$ cat src/rtl/lc3_ctrl_pkg.sv
// +--------------------------------------------------------------------+
// | lc3_ctrl_pkg : LC-3 control-side shared types and mux select codes |
// | Rev 1.0                                                            |
// +--------------------------------------------------------------------+
`default_nettype none

package lc3_ctrl_pkg;

    typedef enum logic [2:0] {
        BR_IDLE   = 3'd0,
        BR_DECODE = 3'd1,
        BR_CHECK  = 3'd2,
        BR_TAKEN  = 3'd3,
        BR_DONE   = 3'd4
    } br_state_t;

    localparam logic [3:0] OPCODE_BR = 4'b0000;

    // Select codes are shared with the main control FSM, so all legal values are listed.
    localparam logic [1:0] PCMUX_PC_INC = 2'b00;
    localparam logic [1:0] PCMUX_ADDER  = 2'b01;
    localparam logic [1:0] PCMUX_BUS    = 2'b10;

    localparam logic       ADDR1MUX_PC    = 1'b0;
    localparam logic       ADDR1MUX_BASER = 1'b1;

    localparam logic [1:0] ADDR2MUX_ZERO  = 2'b00;
    localparam logic [1:0] ADDR2MUX_OFF6  = 2'b01;
    localparam logic [1:0] ADDR2MUX_OFF9  = 2'b10;
    localparam logic [1:0] ADDR2MUX_OFF11 = 2'b11;

endpackage

`default_nettype wire

$ cat src/rtl/sat_counter.sv
// +--------------------------------------------------------------------+
// | sat_counter : increment-by-one counter that holds at all-ones      |
// | Rev 1.0                                                            |
// +--------------------------------------------------------------------+
`default_nettype none

module sat_counter #(
    parameter int WIDTH = 16
) (
    input  logic             clk,
    input  logic             reset,
    input  logic             inc,
    output logic [WIDTH-1:0] count
);

    localparam logic [WIDTH-1:0] ONE = {{(WIDTH-1){1'b0}}, 1'b1};

    always_ff @(posedge clk) begin
        if (reset) begin
            count <= '0;
        end else if (inc && (count != '1)) begin
            count <= count + ONE;
        end
    end

endmodule

`default_nettype wire

$ cat src/rtl/br_sequencer.sv
// +--------------------------------------------------------------------+
// | br_sequencer : BEN load / BR resolve sequencer with debug counters |
// | Rev 1.0                                                            |
// +--------------------------------------------------------------------+
`default_nettype none

module br_sequencer #(
    parameter logic [3:0] OPCODE_BR = lc3_ctrl_pkg::OPCODE_BR,
    parameter int         CNT_W     = 16
) (
    input  logic             clk,
    input  logic             reset,
    input  logic             decode_start,
    input  logic [15:0]      ir,
    input  logic             ben,
    output logic             ld_ben,
    output logic             ld_pc,
    output logic [1:0]       pcmux_sel,
    output logic             addr1mux_sel,
    output logic [1:0]       addr2mux_sel,
    output logic             busy,
    output logic             done,
    output logic             taken,
    output logic [CNT_W-1:0] taken_cnt,
    output logic [CNT_W-1:0] not_taken_cnt
);

    import lc3_ctrl_pkg::*;

    br_state_t state;
    br_state_t state_next;
    logic      taken_flag;
    logic      taken_flag_next;
    logic      inc_taken;
    logic      inc_not_taken;
    logic      is_br;

    // Only the opcode field matters here; the NZP/offset bits feed the datapath.
    logic      unused_ir;
    assign unused_ir = ^ir[11:0];

    assign is_br = (ir[15:12] == OPCODE_BR);

    always_ff @(posedge clk) begin
        if (reset) begin
            state      <= BR_IDLE;
            taken_flag <= 1'b0;
        end else begin
            state      <= state_next;
            taken_flag <= taken_flag_next;
        end
    end

    always_comb begin
        state_next      = state;
        taken_flag_next = taken_flag;
        inc_taken       = 1'b0;
        inc_not_taken   = 1'b0;
        unique case (state)
            BR_IDLE: begin
                if (decode_start) state_next = BR_DECODE;
            end
            BR_DECODE: begin
                taken_flag_next = 1'b0;
                state_next      = is_br ? BR_CHECK : BR_DONE;
            end
            BR_CHECK: begin
                // ben here reflects the BEN register loaded at the DECODE/CHECK edge.
                if (ben) begin
                    state_next = BR_TAKEN;
                end else begin
                    inc_not_taken = 1'b1;
                    state_next    = BR_DONE;
                end
            end
            BR_TAKEN: begin
                taken_flag_next = 1'b1;
                inc_taken       = 1'b1;
                state_next      = BR_DONE;
            end
            BR_DONE: begin
                state_next = BR_IDLE;
            end
            default: begin
                state_next = BR_IDLE;
            end
        endcase
    end

    always_comb begin
        ld_ben       = (state == BR_DECODE);
        ld_pc        = 1'b0;
        pcmux_sel    = PCMUX_PC_INC;
        addr1mux_sel = ADDR1MUX_PC;
        addr2mux_sel = ADDR2MUX_ZERO;
        busy         = (state != BR_IDLE);
        done         = (state == BR_DONE);
        taken        = (state == BR_DONE) && taken_flag;
        if (state == BR_TAKEN) begin
            ld_pc        = 1'b1;
            pcmux_sel    = PCMUX_ADDER;
            addr1mux_sel = ADDR1MUX_PC;
            addr2mux_sel = ADDR2MUX_OFF9;
        end
    end

    sat_counter #(.WIDTH(CNT_W)) u_taken_cnt (
        .clk   (clk),
        .reset (reset),
        .inc   (inc_taken),
        .count (taken_cnt)
    );

    sat_counter #(.WIDTH(CNT_W)) u_not_taken_cnt (
        .clk   (clk),
        .reset (reset),
        .inc   (inc_not_taken),
        .count (not_taken_cnt)
    );

endmodule

`default_nettype wire

$ cat config.mk
export PLATFORM = sky130hd
export DESIGN_NAME = br_sequencer
export DESIGN_NICKNAME = d
export VERILOG_FILES = /design/src/rtl/lc3_ctrl_pkg.sv /design/src/rtl/sat_counter.sv /design/src/rtl/br_sequencer.sv
export SDC_FILE = /design/constraint.sdc
export NUM_CORES = 1
export LEC_CHECK = 0
export ABC_CLOCK_PERIOD_IN_PS = 5200
export CAP_MARGIN = 20
export CORE_AREA = 2 2 64 66
export CTS_CLUSTER_DIAMETER = 40
export DETAILED_ROUTE_END_ITERATION = 10
export DIE_AREA = 0 0 66 68
export PLACE_DENSITY_LB_ADDON = 0.15
export SLEW_MARGIN = 20
export SYNTH_ARGS = -nofsm -noshare
export SYNTH_HDL_FRONTEND = slang
export SYNTH_SLANG_ARGS = --single-unit
export TNS_END_PERCENT = 20
$ cat constraint.sdc
create_clock -name clk -period 5.2 [get_ports clk]
set_clock_uncertainty 0.15 [all_clocks]
set_input_delay 0.78 -clock clk [delete_from_list [all_inputs] [get_ports clk]]
set_output_delay 0.78 -clock clk [all_outputs]
set_load 0.02 [all_outputs]
==> results.txt <==
The flow ran to the end, and the final reports show no timing, DRC or antenna violations. The floorplan die area is 4488 µm². The highest achievable clock rate is 338.0 MHz. Along the worst path, the maximum fanout reaches 13. The share of the yosys chip area belonging to registers came out at 0.4036.

In this run, synthesis inferred 0 flip-flops with an integrated enable. In this run the tool buffered the top-level ports with 46 buffer cells. The worst slew margin relative to its limit is 0.4649. The library cell used most frequently in the layout, excluding fill and tap cells, is clkdlybuf4s50_1.

The estimated wirelength of the detail-placed design came out at 2653 µm. The global placer's final weighted congestion came out at 0.8189. The number of remaining DRC errors came out at 0. The number of global-route vias before repair came out at 1370. The overall routing resource usage came out at 0.1764. In this run the count of I/O pins placed on the die edge is 62. The flip-flop cell with the highest count after synthesis is dfxtp_1.

Dividing the detail-routed via count by the number of cells gives 5.354. The post-synthesis register bit count is 36. The floorplan has 23 rows. The type of the worst setup path is flip-flop to output port. The initial cell density of the core came out at 0.4630.

The wire length of the first global-routing pass came out at 6078 µm. The die is 66 µm wide. After detailed placement, the design holds a cell count of 300.

The total core area is 3856 µm². The number of iterations in the first detailed-routing pass is 4. The synthesized area per cell came out at 8.382 µm². The sort of element at the end of the critical path is an output port. The layout cell share with drive strength beyond 1 is 0.04651. The final count of negative-setup-slack endpoints came out at 0.

The kind of start point of the critical path is a flip-flop. The number of clock buffers inserted by TritonCTS is 5. The required time at the endpoint of the critical path is 4.27 ns. The shortest period the worst path allows came out at 2.958 ns. After detailed routing, the total wire length is 3812 µm. The portion of the clock cycle consumed by the worst path in the final layout came out at 0.5689. The largest voltage drop on the vdd net is 0.0002036 V. The async set-reset flop share out of synthesis is 0.

The detailed router finished its first iteration with 114 violations. TritonCTS built the clock tree. The CTS sink count is 36.

The leftover overflow at the end of global routing is 0. The number of antenna cells inserted came out at 0. The transition time at the pin with the least slew margin is 0.7953 ns. The maximum clock path buffer count came out at 2. In the final routed layout, each cell accounts on average for 12.38 µm. In this run the static leakage power is 0.7821 nW. The CTS H-tree depth came out at 2.

The net count of the finished layout came out at 279. The number of distinct standard cells referenced by the synthesized netlist is 39. In this run the clock root is driven by a clkbuf_8. The final standard cell count with taps included and fillers excluded is 308. The path class of the tightest hold or removal check is flip-flop to flip-flop. The number of failing hold endpoints at the final stage came out at 0.

The later pin in the worst-skew pair is clocked with a latency of 0.29 ns. The library cells used most frequently in the layout, excluding fill and tap cells, are clkdlybuf4s50_1 (46), dfxtp_1 (36), nor2_1 (32), nand3_1 (17), xnor2_1 (12). The endpoint arrival time on the critical path is 2.03 ns. The remaining antenna violation count came out at 0. The quantity of hold-fixing buffers added after cts is 0.

The routed layout has 1649 vias. In this run, post-CTS repair resized a total of 0 instances. The summed instance area of the synthesized netlist is 1785 µm². The die is 68 µm tall. The maximum number of pins on one net before global-route repair is 35. The post-synthesis cell count came out at 213. The count of yosys warnings during synthesis came out at 0.

The power density over the cells is 231.9 nW/µm². The area growth from synthesis to layout is 32.52%. Setup repair after global routing left no endpoint under its margin. Post-CTS timing repair inserted 0 buffers for setup. The number of antenna violations at the first check in global routing came out at 0. The post-route setup TNS came out at 0 ns. The number of max-slew violations in the final report came out at 0.

Max-cap violations in this run came to 0. The clock-pin transition on the worst setup and hold timing paths came out at 0.07 ns.
## worst paths after layout
path	slack, ns	cells past startpoint	end	start
worst max-delay path	2.24	3	ld_pc	state[1]$_SDFFE_PP0P_
worst min-delay path	0.31	2	taken_flag$_SDFFE_PP0P_	taken_flag$_SDFFE_PP0P_
worst max register to register	2.89	5	u_not_taken_cnt.count[10]$_SDFFE_PP0P_	state[1]$_SDFFE_PP0P_
worst min register to register	0.31	2	taken_flag$_SDFFE_PP0P_	taken_flag$_SDFFE_PP0P_
## kinds of logic after synthesis
kind of cell | Yosys count | synth area share
DFF | 36 | 0.4036
buffers and inverters | 16 | 0.05045
adders and majority gates | 2 | 0.01401
xor gates and xnor gates | 22 | 0.1079
and+or+nand+nor | 113 | 0.3378
other | 1 | 0.002100
AOI/OAI and AO/OA | 22 | 0.07849
muxes | 1 | 0.005606
## per-layer routing
layer,track usage,share of wire,vias up,wire length (µm)
li1,-,-,849,-
met3,0.04276,0.057,8,216
met1,0.2193,0.47,746,1779
met5,0,0,-,0
met2,0.2866,0.46,46,1763
met4,0.08929,0.014,0,54
## where the power goes
group	total, mW	internal (mW)	switching [mW]
combinational	0.0246	0.0114	0.0132
sequential	0.279	0.277	0.00185
clock	0.245	0.142	0.104
## cell usage after synthesis (2+ instances only)
| library cell | instances | area, µm² |
|---|---|---|
| and3_1 | 7 | 43.79 |
| nor3b_1 | 2 | 15.01 |
| nor3_1 | 11 | 55.05 |
| xor2_1 | 10 | 87.58 |
| nor4b_1 | 3 | 26.28 |
| and4_1 | 3 | 26.28 |
| ha_1 | 2 | 25.02 |
| clkbuf_1 | 5 | 18.77 |
| xnor2_1 | 12 | 105.1 |
| a211oi_1 | 2 | 15.01 |
| nand4_1 | 10 | 62.56 |
| nor2_1 | 32 | 120.1 |
| nand2_1 | 10 | 37.54 |
| a21oi_1 | 5 | 25.02 |
| nor4_1 | 5 | 31.28 |
| inv_1 | 4 | 15.01 |
| a31oi_1 | 2 | 12.51 |
| buf_4 | 6 | 45.04 |
| or3_1 | 2 | 12.51 |
| and2_1 | 2 | 12.51 |
| dfxtp_1 | 36 | 720.7 |
| o21ai_0 | 6 | 30.03 |
| or4_1 | 2 | 15.01 |
| nand3_1 | 17 | 85.08 |
| o2111ai_1 | 3 | 26.28 |
## flip-flops by register name, indices dropped and copies added, names as in the netlist
register               flops
u_not_taken_cnt.count     16
u_taken_cnt.count         16
taken_flag                 1
state                      3
## layout make-up
cell class	count	area, µm²
Fill cell	333	1490
Multi-Input combinational cell	163	988.4
Sequential cell	36	720.7
Timing Repair Buffer	47	467.9
Clock buffer	5	68.82
Tap cell	50	62.56
Clock inverter	3	42.54
Inverter	4	15.01
## per-stage QoR
| stage | utilization | power, mW | worst slack [ns] | instance area (µm²) | hold WS (ns) |
|---|---|---|---|---|---|
| after floorplan | - | 0.2999 | 2.731 | 1793 | 0.2817 |
| after global placement | 0.5831 | 0.3098 | 2.115 | 2248 | 0.2927 |
| after detailed placement | 0.5831 | 0.3099 | 2.112 | 2248 | 0.2967 |
| after CTS | 0.6119 | 0.5537 | 2.211 | 2360 | 0.3065 |
| after global routing | 0.6136 | 0.5664 | 2.079 | 2366 | 0.3337 |
| final | 0.6136 | 0.5486 | 2.242 | 2366 | 0.3055 |
## worst max-delay path, cell delays in order (launching register included)
cell and delay [ns]:
dfxtp_1 0.46, nand3b_1 0.43, inv_1 0.22, clkdlybuf4s50_1 0.62
Power figures use the tool's default switching activity.
